`src/rtl/morse_msg_sequencer.sv`:
```
`timescale 1ns/1ps
// Morse message sequencer: plays a latched S/O pattern through the buzzer block.
// It inserts timed character and word gaps, counts repeat passes and runs a per-character watchdog.
module morse_msg_sequencer #(
  parameter logic [15:0] T1MS        = 16'd49_999,
  parameter logic [9:0]  GAP_MS      = 10'd300,
  parameter logic [9:0]  WORD_GAP_MS = 10'd700,
  parameter logic [11:0] TIMEOUT_MS  = 12'd2000
) (
  input  logic       CLK,
  input  logic       RST,
  input  logic       Req_Sig,
  input  logic       Abort_Sig,
  input  logic [7:0] Pattern,
  input  logic [2:0] Pattern_Len,
  input  logic [3:0] Repeat,
  input  logic       Buz_Done,
  output logic [1:0] Buz_Start,
  output logic       Busy,
  output logic       Done_Sig,
  output logic       Err_Sig,
  output logic [2:0] Char_Index
);

  typedef enum logic [2:0] {
    S_IDLE,
    S_ISSUE,
    S_GAP,
    S_WGAP,
    S_FINISH
  } state_t;

  localparam logic [1:0] CMD_S    = 2'b10;
  localparam logic [1:0] CMD_O    = 2'b01;
  localparam logic [1:0] CMD_NONE = 2'b00;

  state_t      state_q;
  logic [15:0] cyc_q;
  logic [15:0] cyc_d;
  logic [11:0] ms_q;
  logic [11:0] ms_d;
  logic [11:0] ms_inc;
  logic        tick;
  logic        gap_hit;
  logic        wgap_hit;
  logic        tmo_hit;

  logic [7:0]  pat_q;
  logic [2:0]  len_q;
  logic [3:0]  rep_q;
  logic [3:0]  pass_q;
  logic [2:0]  idx_q;
  logic [2:0]  idx_inc;

  logic [1:0]  buz_q;
  logic        busy_q;
  logic        done_q;
  logic        err_q;

  function automatic logic [1:0] cmd_of(input logic is_s);
    return is_s ? CMD_S : CMD_O;
  endfunction

  // A wait of N ms ends on the tick that would make the ms count reach N.
  always_comb begin
    tick     = (cyc_q == T1MS);
    ms_inc   = ms_q + 12'd1;
    cyc_d    = tick ? 16'd0 : cyc_q + 16'd1;
    ms_d     = tick ? ms_inc : ms_q;
    gap_hit  = tick && (ms_inc == {2'b00, GAP_MS});
    wgap_hit = tick && (ms_inc == {2'b00, WORD_GAP_MS});
    tmo_hit  = tick && (ms_inc == TIMEOUT_MS);
    idx_inc  = idx_q + 3'd1;
  end

  always_ff @(posedge CLK or posedge RST) begin
    if (RST) begin
      state_q <= S_IDLE;
      cyc_q   <= '0;
      ms_q    <= '0;
      pat_q   <= '0;
      len_q   <= '0;
      rep_q   <= '0;
      pass_q  <= '0;
      idx_q   <= '0;
      buz_q   <= CMD_NONE;
      busy_q  <= 1'b0;
      done_q  <= 1'b0;
      err_q   <= 1'b0;
    end else begin
      done_q <= 1'b0;
      cyc_q  <= cyc_d;
      ms_q   <= ms_d;
      if ((state_q != S_IDLE) && Abort_Sig) begin
        state_q <= S_IDLE;
        buz_q   <= CMD_NONE;
        busy_q  <= 1'b0;
        cyc_q   <= '0;
        ms_q    <= '0;
      end else begin
        unique case (state_q)
          S_IDLE: begin
            cyc_q <= '0;
            ms_q  <= '0;
            if (Req_Sig) begin
              pat_q   <= Pattern;
              len_q   <= Pattern_Len;
              rep_q   <= Repeat;
              pass_q  <= '0;
              idx_q   <= '0;
              err_q   <= 1'b0;
              busy_q  <= 1'b1;
              buz_q   <= cmd_of(Pattern[0]);
              state_q <= S_ISSUE;
            end
          end

          // Buzzer completion outranks a watchdog expiry in the same cycle.
          S_ISSUE: begin
            if (Buz_Done) begin
              buz_q   <= CMD_NONE;
              cyc_q   <= '0;
              ms_q    <= '0;
              state_q <= S_GAP;
            end else if (tmo_hit) begin
              buz_q   <= CMD_NONE;
              err_q   <= 1'b1;
              busy_q  <= 1'b0;
              cyc_q   <= '0;
              ms_q    <= '0;
              state_q <= S_IDLE;
            end
          end

          S_GAP: begin
            if (gap_hit) begin
              cyc_q <= '0;
              ms_q  <= '0;
              if (idx_q < len_q) begin
                idx_q   <= idx_inc;
                buz_q   <= cmd_of(pat_q[idx_inc]);
                state_q <= S_ISSUE;
              end else if (pass_q < rep_q) begin
                pass_q  <= pass_q + 4'd1;
                state_q <= S_WGAP;
              end else begin
                done_q  <= 1'b1;
                busy_q  <= 1'b0;
                state_q <= S_FINISH;
              end
            end
          end

          S_WGAP: begin
            if (wgap_hit) begin
              cyc_q   <= '0;
              ms_q    <= '0;
              idx_q   <= '0;
              buz_q   <= cmd_of(pat_q[0]);
              state_q <= S_ISSUE;
            end
          end

          S_FINISH: begin
            cyc_q   <= '0;
            ms_q    <= '0;
            state_q <= S_IDLE;
          end

          default: begin
            buz_q   <= CMD_NONE;
            busy_q  <= 1'b0;
            state_q <= S_IDLE;
          end
        endcase
      end
    end
  end

  assign Buz_Start  = buz_q;
  assign Busy       = busy_q;
  assign Done_Sig   = done_q;
  assign Err_Sig    = err_q;
  assign Char_Index = idx_q;

endmodule

```
`config.mk`:
```
export PLATFORM = sky130hd
export DESIGN_NAME = morse_msg_sequencer
export DESIGN_NICKNAME = d
export VERILOG_FILES = /design/src/rtl/morse_msg_sequencer.sv
export SDC_FILE = /design/constraint.sdc
export NUM_CORES = 1
export LEC_CHECK = 0
export BUFFER_PORTS_ARGS = -buffer_cell sky130_fd_sc_hd__buf_4
export CAP_MARGIN = 30
export CORE_UTILIZATION = 58
export CTS_BUF_LIST = sky130_fd_sc_hd__clkbuf_4 sky130_fd_sc_hd__clkbuf_8
export DETAILED_ROUTE_END_ITERATION = 12
export GPL_TIMING_DRIVEN = 0
export MAX_ROUTING_LAYER = met4
export PLACE_DENSITY = 0.77
export SYNTH_ARGS = -nofsm -noshare
export SYNTH_HDL_FRONTEND = slang
export SYNTH_SLANG_ARGS = --single-unit
```
`constraint.sdc`:
```
create_clock -name CLK -period 3.92 [get_ports CLK]
set_clock_uncertainty 0.2 [all_clocks]
set_input_delay 0.392 -clock CLK [delete_from_list [all_inputs] [get_ports CLK]]
set_output_delay 0.392 -clock CLK [all_outputs]
set_load 0.03 [all_outputs]
```
# ---- Word level (Yosys, flattened, before mapping)
# Cells that the tools add are included.
dict set report totals {
  reg_bits 58
  input_bits 20
}
dict set report classes {
  addsub 4
  n_mux 63
  n_reduce_logical 18
  magnitude_cmp 3
  n_eq_ne 27
  n_bitwise 1
}
# cell n
set ops {}
lappend ops {{16-bit 2-to-1 mux} 6}
lappend ops {{12-bit 2-to-1 mux} 6}
lappend ops {{16-bit case mux with 4 select lines} 1}
lappend ops {{12-bit case mux with 4 select lines} 1}
lappend ops {{3-bit 2-to-1 mux} 12}
lappend ops {{3-bit != test (second input constant)} 8}
lappend ops {{2-bit 2-to-1 mux} 10}
lappend ops {{2-bit != test (second input constant)} 9}
lappend ops {{6-bit AND reduction} 3}
lappend ops {{16-bit by 1-bit adder with 16-bit output (second input constant)} 1}
lappend ops {{16-bit == test (second input constant)} 1}
lappend ops {{1-bit 2-to-1 mux} 16}
lappend ops {{4-bit 2-to-1 mux} 4}
lappend ops {{12-bit by 1-bit adder with 12-bit output (second input constant)} 1}
lappend ops {{12-bit by 10-bit == test with 1-bit output (second input constant)} 1}
lappend ops {{12-bit by 11-bit == test with 1-bit output (second input constant)} 1}
lappend ops {{12-bit by 9-bit == test with 1-bit output (second input constant)} 1}
lappend ops {{3-bit case mux with 4 select lines} 1}
lappend ops {{2-bit case mux with 5 select lines} 1}
lappend ops {{3-bit case mux with 3 select lines} 1}
lappend ops {{4-bit case mux with 2 select lines} 1}
lappend ops {{7-bit AND reduction} 1}
lappend ops {{3-bit by 2-bit == test with 1-bit output (second input constant)} 2}
lappend ops {{3-bit nonzero test} 2}
lappend ops {{other kinds (20)} 25}

# ---- Longest topological paths before layout
dict set report depth {
  word_depth 8
  ltp_mapped 10
}

# ---- Worst setup path before layout
# Ideal clock, no wire load.
dict set report synth_timing {
  kind {flip-flop to flip-flop}
  startpoint {register idx_q[2] (netlist: Char_Index[2])}
  endpoint {register pass_q[1]}
  path_buffers 0
  required_ns 3.599
  path_stages_with_launch 8
  arrival_ns 2.086
  path_slack_ns 1.513
  cell_sequence {dfrtp_1 ha_1 nand2_1 o21ai_0 o2111ai_1 nor4b_4 o21ai_1 a22o_1}
}
dict set report synth_between {
  elab_chain_cells 3
}
# element line_no
set synth_rtl {}
lappend synth_rtl {{start: declaration} 52} ;# logic [2:0] idx_q;
lappend synth_rtl {{start signal: assignment} 140} ;# idx_q <= idx_inc;
lappend synth_rtl {{3-bit < comparator} 139} ;# if (idx_q < len_q) begin
lappend synth_rtl {{2-bit != test (no line)} --}
lappend synth_rtl {{6-bit AND reduction (no line)} --}
lappend synth_rtl {{end signal: assignment} 144} ;# pass_q <= pass_q + 4'd1;
lappend synth_rtl {{end: declaration} 51} ;# logic [3:0] pass_q;
# Every way passes these cells.
# A chain may end at the register's enable or synchronous reset.

# ---- Worst setup path after layout
dict set report layout_timing {
  startpoint {register cyc_q[0]}
  endpoint {register ms_q[9]}
}
dict set report layout_between {
  elab_chain_cells 6
  elab_cells_between_ends 11
  classes_between {eq/ne: 1; mux: 7; reduce/logical: 3}
}
# element line_no
set layout_rtl {}
lappend layout_rtl {{start: declaration} 38} ;# logic [15:0] cyc_q;
lappend layout_rtl {{start signal: assignment} 92} ;# cyc_q <= cyc_d;
lappend layout_rtl {{16-bit == test (*)} 66} ;# tick = (cyc_q == T1MS);
lappend layout_rtl {{12-bit 2-to-1 mux or 1-bit logical AND (tied branches)} {69, 72}}
lappend layout_rtl {{12-bit 2-to-1 mux} 125} ;# end else if (tmo_hit) begin
lappend layout_rtl {{12-bit 2-to-1 mux} 120} ;# if (Buz_Done) begin
lappend layout_rtl {{12-bit case mux with 4 select lines (*)} 101} ;# unique case (state_q)
lappend layout_rtl {{12-bit 2-to-1 mux (*)} 94} ;# if ((state_q != S_IDLE) && Abort_Sig) begin
lappend layout_rtl {{end signal: assignment} 93} ;# ms_q <= ms_d;
lappend layout_rtl {{end: declaration} 40} ;# logic [11:0] ms_q;
# Every way passes the cells marked *; elsewhere a longest branch is shown, timed or not.

==> flow_summary.yaml <==
outcome:
  status: "finished clean"
synthesis:
  synth_edf_count: 0
  yosysMostFrequentCell: "dfrtp_1"
  ys_ff_latch: 58
  synth_top_area_share: 0.411
  yosysTopAreaCell: "dfrtp_1"
  ys_seq_area_frac: 0.411
  synth_cells: 369
  yosys_warnings: 0
  synth_nets: 398
  avgSynthCellArea_sq_um: 9.58
  synth_ff_type: "dfrtp_1"
  syn_area_sq_mm: 0.00353
  synthArstFlopShare: 1.00
  synth_common_cells: "dfrtp_1, nor2_1, nand2_1, xnor2_1"
  synthDistinctLibCells: 71
  synthTopCellsByArea: "dfrtp_1, nor2_1, xnor2_1, nand2_1, xor2_1"
drt:
  vias: 2871
  vias_per_cell: 5.90
  drcViolationCount: 0
  antenna_left: 0
  wl_per_cell_um: 15.8
  drt_wl_total_um: 7700
  dr.pass1.iters: 5
  drtIter0Drc: 276
finish:
  stdcell_count: 487
  design_area_sq_mm: 0.00405
  syn_to_final_growth_pct: 14.7
  nNetsFinal: 438
  diodes: 0
  drive_gt1_frac: 0.221
  fill_cells: 461
clocking:
  clk_pin_slew_worst_paths_ns: 0.06
  root_buffer: "clkbuf_8"
  cts_max_level: 3
  cts_resized: 0
  cts_tree: "built"
  clock_sinks: 58
  clk_latency_ns: 0.35
  cts_buffers: 9
  holdBufCountCts: 1
  clockBufferDepth: 2
  post_cts_buffers: 0
power:
  ir_worst_vdd_mv: 0.429
  p_total_mw: 2.01
  powerDensity_mw_per_mm2: 496
  leakage_nw: 1.69
setup_path:
  critPathMaxFanout: 10
  cp.required_ns: 3.92
  max_stage_delay_ns: 0.43
  r2r-start: "cyc_q[0]"
  worstSetupPathType: "reg -> reg"
  worstPathArrival_ns: 2.98
  path_cells: "ha_1 -> and3_1 -> buf_2 -> nand4_1 -> nor4_2 -> a41oi_1 -> o21ai_2 -> o21a_2 -> buf_6 -> nor3_2"
  critical_path.startpoint: "cyc_q[0]"
  crit_path_end_kind: "flop"
  slowest_stage: "nor4_2"
  crit_path_start_kind: "flop"
sta:
  setup_tns_ns: 0
  worst_slew_pin_slew_ns: 0.722
  fin_hold_ws_ns: 0.0510
  fmax_ghz: 0.335
  slew_headroom: 0.519
  fin_crit_ns: 2.99
  rsz0062_at_grt: "false"
  fin_crit_sh: 0.762
  finalHoldViolations: 0
  setup_viol: 0
  drv_slew: 0
flow_run:
  cap_violations: 0
min_path:
  hp-class: "in -> reg"
  hp-start: "Repeat[3]"
placement:
  place_area_sq_mm: 0.00385
  portBuffers: 27
  gpl.final_weighted_congestion: 0.950
  dp_cells: 472
  hpwlAfterDp_um: 5580
global_route:
  gr-usage-all-layers: 0.272
  antenna_found_initial: 0
  grt-ovfl-total: 0
  grt_max_degree: 43
  grt_pass1_vias: 2749
  grt_pass1_wl_um: 12900
die:
  coreArea_sq_mm: 0.00589
  fp.dieH_um: 80.1
  die_w_um: 80.1
  start_util: 0.600
  pin_count: 28
  dieArea_sq_mm: 0.00641
  rows: 28
metal layers:
layer  GRT usage  share of wire
met4       0.107          0.015
met1       0.369           0.46
met3      0.0443          0.046
met5           -              0
met2       0.409           0.47
per-stage QoR:
step	setup slack, ns	utilization
6_report	0.934	0.688
4_1_cts	0.966	0.688
2_1_floorplan	1.51	-
3_3_place_gp	1.09	0.651
3_5_place_dp	1.00	0.654
5_1_grt	0.766	0.688
state kept, by name, summed over array words and instances (netlist names):
register    count
cyc_q          16
ms_q           12
pat_q           8
pass_q          4
rep_q           4
Char_Index      3
len_q           3
state_q         3
Buz_Start       2
Busy            1
Done_Sig        1
Err_Sig         1
worst paths after layout:
path                            end  slack [ns]  cells after the start
min                        rep_q[3]        0.05                      3
max                         ms_q[9]        0.93                     10
min in group asynchronous   ms_q[7]        0.40                      3
max in group asynchronous  cyc_q[3]        2.56                      4
min reg2reg                cyc_q[0]        0.29                      1
max reg2reg                 ms_q[9]        0.93                     10
report_power, final:
part	leakage, nW	switching (mW)	internal [mW]	total (mW)
Combinational	0.813	0.407	0.280	0.687
Clock	0.101	0.230	0.319	0.549
Sequential	0.773	0.0684	0.706	0.775
Total	1.69	0.706	1.31	2.01
cell usage in the layout, fill, tap and decap left out, types with 2 or more instances in the layout:
cell type	Yosys	final
nor4_2	2	2
buf_2	5	5
nor2b_1	5	5
and3_1	6	6
o21ai_1	3	3
xnor2_1	16	16
nor2_1	39	39
dfrtp_1	58	58
buf_4	3	30
xor2_1	13	13
nand3_1	12	12
ha_1	9	9
clkbuf_1	11	11
o21a_1	2	2
nand4_1	7	7
and4_1	2	2
nand2b_1	5	5
o211ai_1	2	2
mux2_2	10	10
nor4_1	3	3
inv_1	14	13
mux4_2	2	2
nor3_1	7	7
nor3_2	10	10
clkbuf_8	0	11
o31ai_1	2	2
mux2i_1	5	5
or3_1	4	4
o22ai_1	8	8
a31oi_1	4	4
or2_2	4	4
clkinv_2	0	2
nand4b_1	2	2
nand2_1	31	31
a21oi_1	14	14
o21ai_0	12	12
final cells by class:
class                   count  area (sq um)  area share
well taps                  75          93.8      0.0232
clock inverters             3          40.0     0.00988
clock buffers              11           151      0.0374
plain buffers              21           104      0.0256
flip-flops and latches     58          1450       0.358
inverters                  14          52.6      0.0130
multi-input cells         276          1930       0.475
repair buffers             29           233      0.0574
kinds of logic after synthesis:
family	after synthesis	share of synthesized area
AO/OA/AOI/OAI	65	0.123
buffers and inverters	35	0.0443
flip-flops	58	0.411
AND/OR/NAND/NOR	155	0.255
multiplexers	18	0.0630
adder cells (fa/ha/maj)	9	0.0319
XOR/XNOR	29	0.0719
worst max-delay path, delay by kind of cell (launching register included):
kind,cells,cell delay [ns]
AO/OA/AOI/OAI,3,0.85
adder cells (fa/ha/maj),1,0.21
buffers and inverters,2,0.32
flip-flops,1,0.39
AND/OR/NAND/NOR,4,0.87
(Power assumes the default switching activity.)
